<file path="config.mk">
export PLATFORM = sky130hd
export DESIGN_NAME = pc_npc_unit
export DESIGN_NICKNAME = d
export VERILOG_FILES = /design/src/rtl/pcu_pkg.sv /design/src/rtl/pcu_target_mux.sv /design/src/rtl/pc_npc_unit.sv
export SDC_FILE = /design/constraint.sdc
export NUM_CORES = 1
export LEC_CHECK = 0
export BUFFER_PORTS_ARGS = -buffer_cell sky130_fd_sc_hd__buf_2
export CAP_MARGIN = 20
export CELL_PAD_IN_SITES_DETAIL_PLACEMENT = 1
export CELL_PAD_IN_SITES_GLOBAL_PLACEMENT = 2
export CORE_AREA = 3 3 133 135
export CTS_CLUSTER_DIAMETER = 80
export DETAILED_ROUTE_END_ITERATION = 6
export DIE_AREA = 0 0 136 138
export PLACE_DENSITY_LB_ADDON = 0.05
export SLEW_MARGIN = 20
export SYNTH_ARGS = -nofsm -noshare
export SYNTH_HDL_FRONTEND = slang
export SYNTH_SLANG_ARGS = --single-unit
export TNS_END_PERCENT = 50
</file>
<file path="constraint.sdc">
create_clock -name clk -period 7.1 [get_ports clk]
set_input_delay 0.355 -clock clk [delete_from_list [all_inputs] [get_ports clk]]
set_output_delay 0.355 -clock clk [all_outputs]
set_load 0.02 [all_outputs]
</file>
<file path="src/rtl/pcu_pkg.sv">
// Shared definitions for the PC/nPC unit: next-PC source select codes and the sequencing states.
package pcu_pkg;

    localparam logic [1:0] SEL_SEQ = 2'b00;
    localparam logic [1:0] SEL_TA  = 2'b01;
    localparam logic [1:0] SEL_ALU = 2'b10;

    typedef enum logic [1:0] {
        BOOT = 2'd0,
        RUN  = 2'd1,
        HOLD = 2'd2
    } pcu_state_t;

endpackage

</file>
<file path="src/rtl/pcu_target_mux.sv">
// Fixed-priority next-PC source select (Jmpl > Call/taken branch > sequential) and target mux.
module pcu_target_mux
    import pcu_pkg::*;
#(
    parameter int unsigned AW   = 32,
    parameter int unsigned STEP = 4
) (
    input  logic          jmpl,
    input  logic          call,
    input  logic          branch,
    input  logic          taken,
    input  logic [AW-1:0] ta,
    input  logic [AW-1:0] alu_out,
    input  logic [AW-1:0] npc,
    output logic [1:0]    sel,
    output logic [AW-1:0] seq,
    output logic [AW-1:0] target
);

    assign seq = npc + AW'(STEP);

    always_comb begin
        sel = SEL_SEQ;
        if (jmpl) begin
            sel = SEL_ALU;
        end else if (call || (branch && taken)) begin
            sel = SEL_TA;
        end
    end

    always_comb begin
        target = seq;
        case (sel)
            SEL_TA:  target = ta;
            SEL_ALU: target = alu_out;
            default: target = seq;
        endcase
    end

endmodule

</file>
<file path="src/rtl/pc_npc_unit.sv">
// PC/nPC pair with delayed-branch sequencing, one-entry stall redirect buffer and registered annul flag.
// Optional build macro PCU_ALIGN_CHECK_EN rejects misaligned non-sequential targets.
module pc_npc_unit
    import pcu_pkg::*;
#(
    parameter int unsigned   AW       = 32,
    parameter int unsigned   STEP     = 4,
    parameter logic [AW-1:0] RESET_PC = '0
) (
    input  logic          clk,
    input  logic          clr,
    input  logic          le,
    input  logic          jmpl_i,
    input  logic          call_i,
    input  logic          branch_i,
    input  logic          taken_i,
    input  logic          annul_bit_i,
    input  logic [AW-1:0] ta_i,
    input  logic [AW-1:0] alu_out_i,
    output logic [AW-1:0] pc_o,
    output logic [AW-1:0] npc_o,
    output logic [1:0]    sel_o,
    output logic          fetch_valid_o,
    output logic          annul_o,
    output logic          redirect_pending_o,
    output logic          misalign_o
);

    pcu_state_t    state, state_next;
    logic [AW-1:0] pc, npc;
    logic [AW-1:0] seq, target;
    logic [AW-1:0] buf_target;
    logic          buf_annul;
    logic          annul;
    logic          annul_cond;
    logic [AW-1:0] candidate;
    logic [AW-1:0] npc_apply;
    logic          advance;

    pcu_target_mux #(
        .AW   (AW),
        .STEP (STEP)
    ) u_mux (
        .jmpl    (jmpl_i),
        .call    (call_i),
        .branch  (branch_i),
        .taken   (taken_i),
        .ta      (ta_i),
        .alu_out (alu_out_i),
        .npc     (npc),
        .sel     (sel_o),
        .seq     (seq),
        .target  (target)
    );

    assign annul_cond = branch_i & annul_bit_i & ~taken_i;
    assign advance    = le && (state != BOOT);

    // On HOLD exit the buffered redirect replaces the live target; live inputs are the same instruction re-presented.
    assign candidate = (state == HOLD) ? buf_target : target;

`ifdef PCU_ALIGN_CHECK_EN
    localparam logic [AW-1:0] ALIGN_MASK = AW'(STEP - 1);

    logic nonseq;
    logic bad_align;
    logic misalign;

    assign nonseq    = (state == HOLD) || (sel_o != SEL_SEQ);
    assign bad_align = nonseq && ((candidate & ALIGN_MASK) != '0);
    assign npc_apply = bad_align ? seq : candidate;

    always_ff @(posedge clk or posedge clr) begin
        if (clr) begin
            misalign <= 1'b0;
        end else begin
            misalign <= advance && bad_align;
        end
    end

    assign misalign_o = misalign;
`else
    assign npc_apply  = candidate;
    assign misalign_o = 1'b0;
`endif

    always_ff @(posedge clk or posedge clr) begin
        if (clr) begin
            state <= BOOT;
        end else begin
            state <= state_next;
        end
    end

    always_comb begin
        state_next = state;
        case (state)
            BOOT: state_next = RUN;
            RUN:  if (!le && (sel_o != SEL_SEQ)) state_next = HOLD;
            HOLD: if (le) state_next = RUN;
            default: state_next = BOOT;
        endcase
    end

    always_comb begin
        fetch_valid_o      = (state != BOOT);
        redirect_pending_o = (state == HOLD);
    end

    always_ff @(posedge clk or posedge clr) begin
        if (clr) begin
            pc         <= RESET_PC;
            npc        <= RESET_PC + AW'(STEP);
            buf_target <= '0;
            buf_annul  <= 1'b0;
            annul      <= 1'b0;
        end else begin
            case (state)
                RUN: begin
                    if (le) begin
                        pc    <= npc;
                        npc   <= npc_apply;
                        annul <= annul_cond;
                    end else if (sel_o != SEL_SEQ) begin
                        buf_target <= target;
                        buf_annul  <= annul_cond;
                    end
                end
                HOLD: begin
                    if (le) begin
                        pc    <= npc;
                        npc   <= npc_apply;
                        annul <= buf_annul;
                    end
                end
                default: ;
            endcase
        end
    end

    assign pc_o    = pc;
    assign npc_o   = npc;
    assign annul_o = annul;

endmodule

</file>
Word level (Yosys, flattened, before mapping) --
Cells that the tools add are included.
Storage, ports and cells: bits in registers 100, input port bits 72, output and inout bits 70
Operators by class: add/subtract/negate cells 1, eq/ne operators 7, muxes and demuxes 10, bitwise gates (word level) 4, reduce and logical (&&, ||, !) cells 13
Operators with widths (count):
- $pmux 32 s2 | 1
- $add 32x3->32 const B | 1
- $mux 32 | 1
- $mux 2 | 3
- $ne 2x2->1 const B | 3
- $pmux 2 s3 | 1
- $reduce_and 3->1 | 2
- $reduce_bool 2->1 | 3
- $eq 2x1->1 const B | 2
- $eq 2x2->1 const B | 2
- $reduce_and 2->1 | 2
- $mux 1 | 3
- $and 1x1->1 | 2
- $logic_and 1x1->1 | 2
- $logic_not 2->1 | 1
- $not 1->1 | 2
- $pmux 1 s2 | 1
- $reduce_or 2->1 | 1
- $logic_not 1->1 | 1
- $logic_or 1x1->1 | 1

Logic depth before layout (Yosys ltp) --
depth in word-level cells 8, depth in mapped cells 7, mapped depth without buffers 6

Hierarchy --
Synthesis repeated with hierarchy kept, for this count alone.
Unflattened totals: cell total of the unflattened synthesis 539, area, all modules 5706.7 um^2
By module, submodules not included:
- pc_npc_unit | instances 1, cells an instance 308, area an instance 4239.1 um^2
- pcu_target_mux | instances 1, cells an instance 231, area an instance 1467.7 um^2

Worst setup path after synthesis --
OpenSTA, ideal clock, no wires.
path kind register -> register, start reg npc[3] (netlist: npc_o[3]), end reg npc[14] (netlist: npc_o[14]), arrival time 1924 ps, data required time 7017 ps, path slack 5094 ps, cell stages (with the launch flop) 7, cell sequence dfrtp_1 > ha_1 > nand3_1 > or4_1 > a311oi_1 > a21oi_1 > o21ai_0
Between the ends: word-level cells in the longest chain between the ends 3
Ends and longest elaborated chain:
- start, declared | RTL line pc_npc_unit.sv:30 | logic [AW-1:0] pc, npc;
- start signal, assigned | RTL line pc_npc_unit.sv:113 | npc <= RESET_PC + AW'(STEP);
- start signal, assigned | RTL line pc_npc_unit.sv:122 | npc <= npc_apply;
- start signal, assigned | RTL line pc_npc_unit.sv:132 | npc <= npc_apply;
- $add 32x3->32 | RTL line pcu_target_mux.sv:20 | assign seq = npc + AW'(STEP);
- $pmux 32 s2 | RTL line pcu_target_mux.sv:33 | case (sel)
- $mux 32 | RTL line pc_npc_unit.sv:60 | assign candidate = (state == HOLD) ? buf_target : target;
Every way passes these cells. A chain may end at the register's enable or synchronous reset.

Worst setup path in the final report --
start reg state[1], end reg npc[31] (netlist: npc_o[31])
Between the ends: word-level cells in the longest chain between the ends 3, elaborated cells between the ends (all ways) 5, classes of those cells 2 x eq/ne; 1 x mux; 2 x reduce/logical
Ends and longest elaborated chain:
- start, declared | RTL line pc_npc_unit.sv:29 | pcu_state_t state, state_next;
- start signal, assigned | RTL line pc_npc_unit.sv:91 | state <= state_next;
- $eq 2x2->1 or $eq 2x1->1 (tied branches) | RTL line pc_npc_unit.sv:60, pc_npc_unit.sv:118
- $reduce_or 2->1 (no source line)
- $reduce_and 2->1 (no source line)
Parallel ways exist; a longest one is shown, timed or not.

==> results.sh <==
export IMPL_status="finished, violations left"
export IMPL_violations="hold timing"
export IMPL_synth_seq_area_share=0.4602
export IMPL_fin_worst_skew_ns=0.006361
export IMPL_synth_flop_cell="dfrtp_1"
export IMPL_grt_max_degree=71
export IMPL_p_per_area_nw_per_um2=430.5
export IMPL_ys_warn_count=0
export IMPL_crit_required_ns=7.28
export IMPL_antenna_cells=0
export IMPL_syn_cell_area_sq_um=5440
export IMPL_cts_inserted_buffers=9
export IMPL_p_clk_frac=0.168
export IMPL_grt_pass1_vias=5511
export IMPL_tightest_slew_ns=1.006
export IMPL_synthSimpleGateAreaFrac=0.2390
export IMPL_end_kind="flip-flop"
export IMPL_grt_overflow_total=0
export IMPL_drtPass1Iterations=4
export IMPL_power_leakage_uw=0.003146
export IMPL_htreeDepth=3
export IMPL_synth_nets=721
export IMPL_path_buf_inv=2
export IMPL_gp_congestion=0.7347
export IMPL_ios=142
export IMPL_power_switching_share=0.4709
export IMPL_synthMuxAreaShare=0.02530
export IMPL_dp_hpwl_um=13110
export IMPL_rr_startpoint="state[1]$_DFFE_PP0P_"
export IMPL_cp_depth=6
export IMPL_synth_area_top_cells="dfrtp_1 (46%), nand2_1 (9.7%), o21ai_0 (5.7%), a21oi_1 (4.3%), and3_1 (3.4%)"
export IMPL_slew_headroom=0.3291
export IMPL_final_net_count=829
export IMPL_cts_sinks=100
export IMPL_fin_setup_tns_ns=0
export IMPL_avgViaCountPerCell=5.402
export IMPL_hold_viol_final=2
export IMPL_crit_arrival_ns=2.78
export IMPL_rsz0062_at_grt="no"
export IMPL_synthArstFlopShare=1.000
export IMPL_clockBufferDepth=2
export IMPL_initial_core_util=0.3281
export IMPL_synth_edf_count=0
export IMPL_peakVddDrop_mv=0.1568
export IMPL_synth_cell_type_count=58
export IMPL_synth_top_family_by_area="simple AND/OR/NAND/NOR gates"
export IMPL_regArea_sq_um=2504
export IMPL_fill_cells=2014
export IMPL_post_cts_buffers=0
export IMPL_r2r_worst_path_cells=6
export IMPL_cap_violations=0
export IMPL_crit_type="reg -> reg"
export IMPL_portBuffers=140
export IMPL_hold_buffers=0
export IMPL_drive_gt1_frac=0.2391
export IMPL_core_area_sq_um=16580
export IMPL_synth_xor_area_share=0.01610
export IMPL_setup_worst_path_end="npc_o[31]$_DFFE_PP0P_"
export IMPL_multiInputGateArea_sq_um=2678
export IMPL_vias=5278
export IMPL_switchingPower_uw=1326
export IMPL_ant_nets=0
export IMPL_die_area_sq_um=18770
export IMPL_clkLatencyLatePin_ns=0.35
export IMPL_post_route_period_util=0.3660
export IMPL_antenna_found_initial=0
export IMPL_rows=47
export IMPL_fmax_mhz=384.8
export IMPL_route_detailed_drc=0
export IMPL_first_iter_violations=258
export IMPL_p_int_uw=1490
export IMPL_synth_cells=644
export IMPL_ys_ff_latch=100
export IMPL_die_h_um=138
export IMPL_path_cells="inv_1, ha_1, nand2_2, buf_4, nor2_1, a31oi_1"
export IMPL_clockRootBuffer="clkbuf_16"
export IMPL_syn_to_final_growth_pct=20.22
export IMPL_yosys_area_share_adder=0.01150
export IMPL_layout_common_cells="nand2_1 (140), buf_2 (140), dfrtp_1 (99)"
export IMPL_synth_compound_area_frac=0.1971
export IMPL_yosysTopAreaCell="dfrtp_1"
export IMPL_wl_um=19690
export IMPL_crit_fanout=52
export IMPL_grt_pass1_wl_um=31430
export IMPL_grt_usage=0.2110
export IMPL_crit_start="state[1]$_DFFE_PP0P_"
export IMPL_clk_pin_slew_ns=0.07
export IMPL_power_frac_comb=0.434
export IMPL_synth_avg_cell_area_sq_um=8.448
export IMPL_setup_violations=0
export IMPL_pwr_share_seq=0.398
export IMPL_cts_tree="yes"
export IMPL_cpPeakStageDelay_ns=0.68
export IMPL_cts_resized=0
export IMPL_holdCritPathClass="in -> async"
export IMPL_r2r_end="npc_o[31]$_DFFE_PP0P_"
export IMPL_reg2reg_slack_ns=4.50
export IMPL_setup_worst_path_start_class="flip-flop"
export IMPL_cpMaxStageDelayCell="nor2_1"
export IMPL_die_x_um=136
export IMPL_drv_slew=0
export IMPL_whs_ns=-0.006318
export IMPL_avgRoutedWirePerCell_um=20.16
export IMPL_yosys_area_top_type_share=0.4554
export IMPL_min_period_ns=2.599
export IMPL_path_delay_family="simple AND/OR/NAND/NOR gates"
power groups by stage:
| stage | Sequential [uW] | Combinational, uW | Clock [uW] |
|---|---|---|---|
| 6_report | 1120 | 1220 | 474 |
| 5_1_grt | 1170 | 1360 | 511 |
| 4_1_cts | 1120 | 1250 | 489 |
| 3_5_place_dp | 1130 | 1240 | 0 |
| 3_3_place_gp | 1110 | 1200 | 0 |
| 2_1_floorplan | 1220 | 659 | 0 |
flip-flops by register name (all words and copies together) (netlist names):
register,count
state,2
npc_o,32
annul_o,1
pc_o,32
buf_annul,1
buf_target,32
kinds of logic after synthesis:
group / after synthesis
and+or+nand+nor: 273
AOI/OAI and AO/OA: 179
DFF: 100
buffers and inverters: 63
muxes: 13
xor gates and xnor gates: 10
adders and majority gates: 5
other: 1
per-layer routing:
metal / up-vias / track usage / routed length [um]
met5: - / 0 / 0
met2: 125 / 0.3351 / 9356
met3: 14 / 0.02362 / 871
li1: 2507 / - / -
met1: 2632 / 0.3052 / 9238
met4: 0 / 0.05836 / 227
metrics by stage:
stage	instances	area, sq um	utilization	setup slack [ns]	power [uW]
CTS	977	6540	0.3944	4.450	2855
floorplan	644	5440	-	4.128	1879
global route	977	6540	0.3944	4.295	3040
global placement	961	6269	0.3780	4.618	2309
detailed placement	961	6269	0.3780	4.458	2373
finish	977	6540	0.3944	4.501	2816
worst min path at each step:
stage / start / cells past startpoint / slack, ns / endpoint
after detailed placement: clr / 2 / 0.39 / pc_o[8]$_DFFE_PP0P_
final: clr / 2 / -0.006 / pc_o[8]$_DFFE_PP0P_
after global placement: clr / 2 / 0.39 / pc_o[8]$_DFFE_PP0P_
after floorplan: buf_target[10]$_DFFE_PP0P_ / 2 / 0.44 / buf_target[10]$_DFFE_PP0P_
after global routing: clr / 2 / 0.04 / pc_o[9]$_DFFE_PP0P_
after CTS: clr / 2 / 0.01 / pc_o[8]$_DFFE_PP0P_
synth_stat cells (all sizes together) (5+ instances only):
master  instances
nand2         141
buf            12
ha              5
or3            11
nand4          14
a21oi          48
dfrtp          99
inv            11
a221oi          7
a31oi          15
nor2           31
o21ai          68
nor4            8
o31ai           6
nor3            5
xor2            5
o31a            5
and3           31
xnor2           5
and4            7
a211oi          6
nand3          15
mux2i           7
mux2            6
clkbuf         40
worst reg2reg max path, delay by kind of cell, from the launching register on:
| family | cells | cell delay (ns) |
|---|---|---|
| flip-flops | 1 | 0.40 |
| AO/OA/AOI/OAI | 1 | 0.18 |
| buffers and inverters | 2 | 0.54 |
| adder cells (fa/ha/maj) | 1 | 0.30 |
| AND/OR/NAND/NOR | 2 | 0.99 |
area by class of cell:
cell class | count | share of cell area
repair buffers | 149 | 0.1175
multi-input cells | 481 | 0.4094
inverters | 11 | 0.006696
clock buffers | 12 | 0.03769
flip-flops and latches | 100 | 0.3828
well taps | 220 | 0.04209
clock inverters | 4 | 0.003826
(Power assumes the default switching activity.)
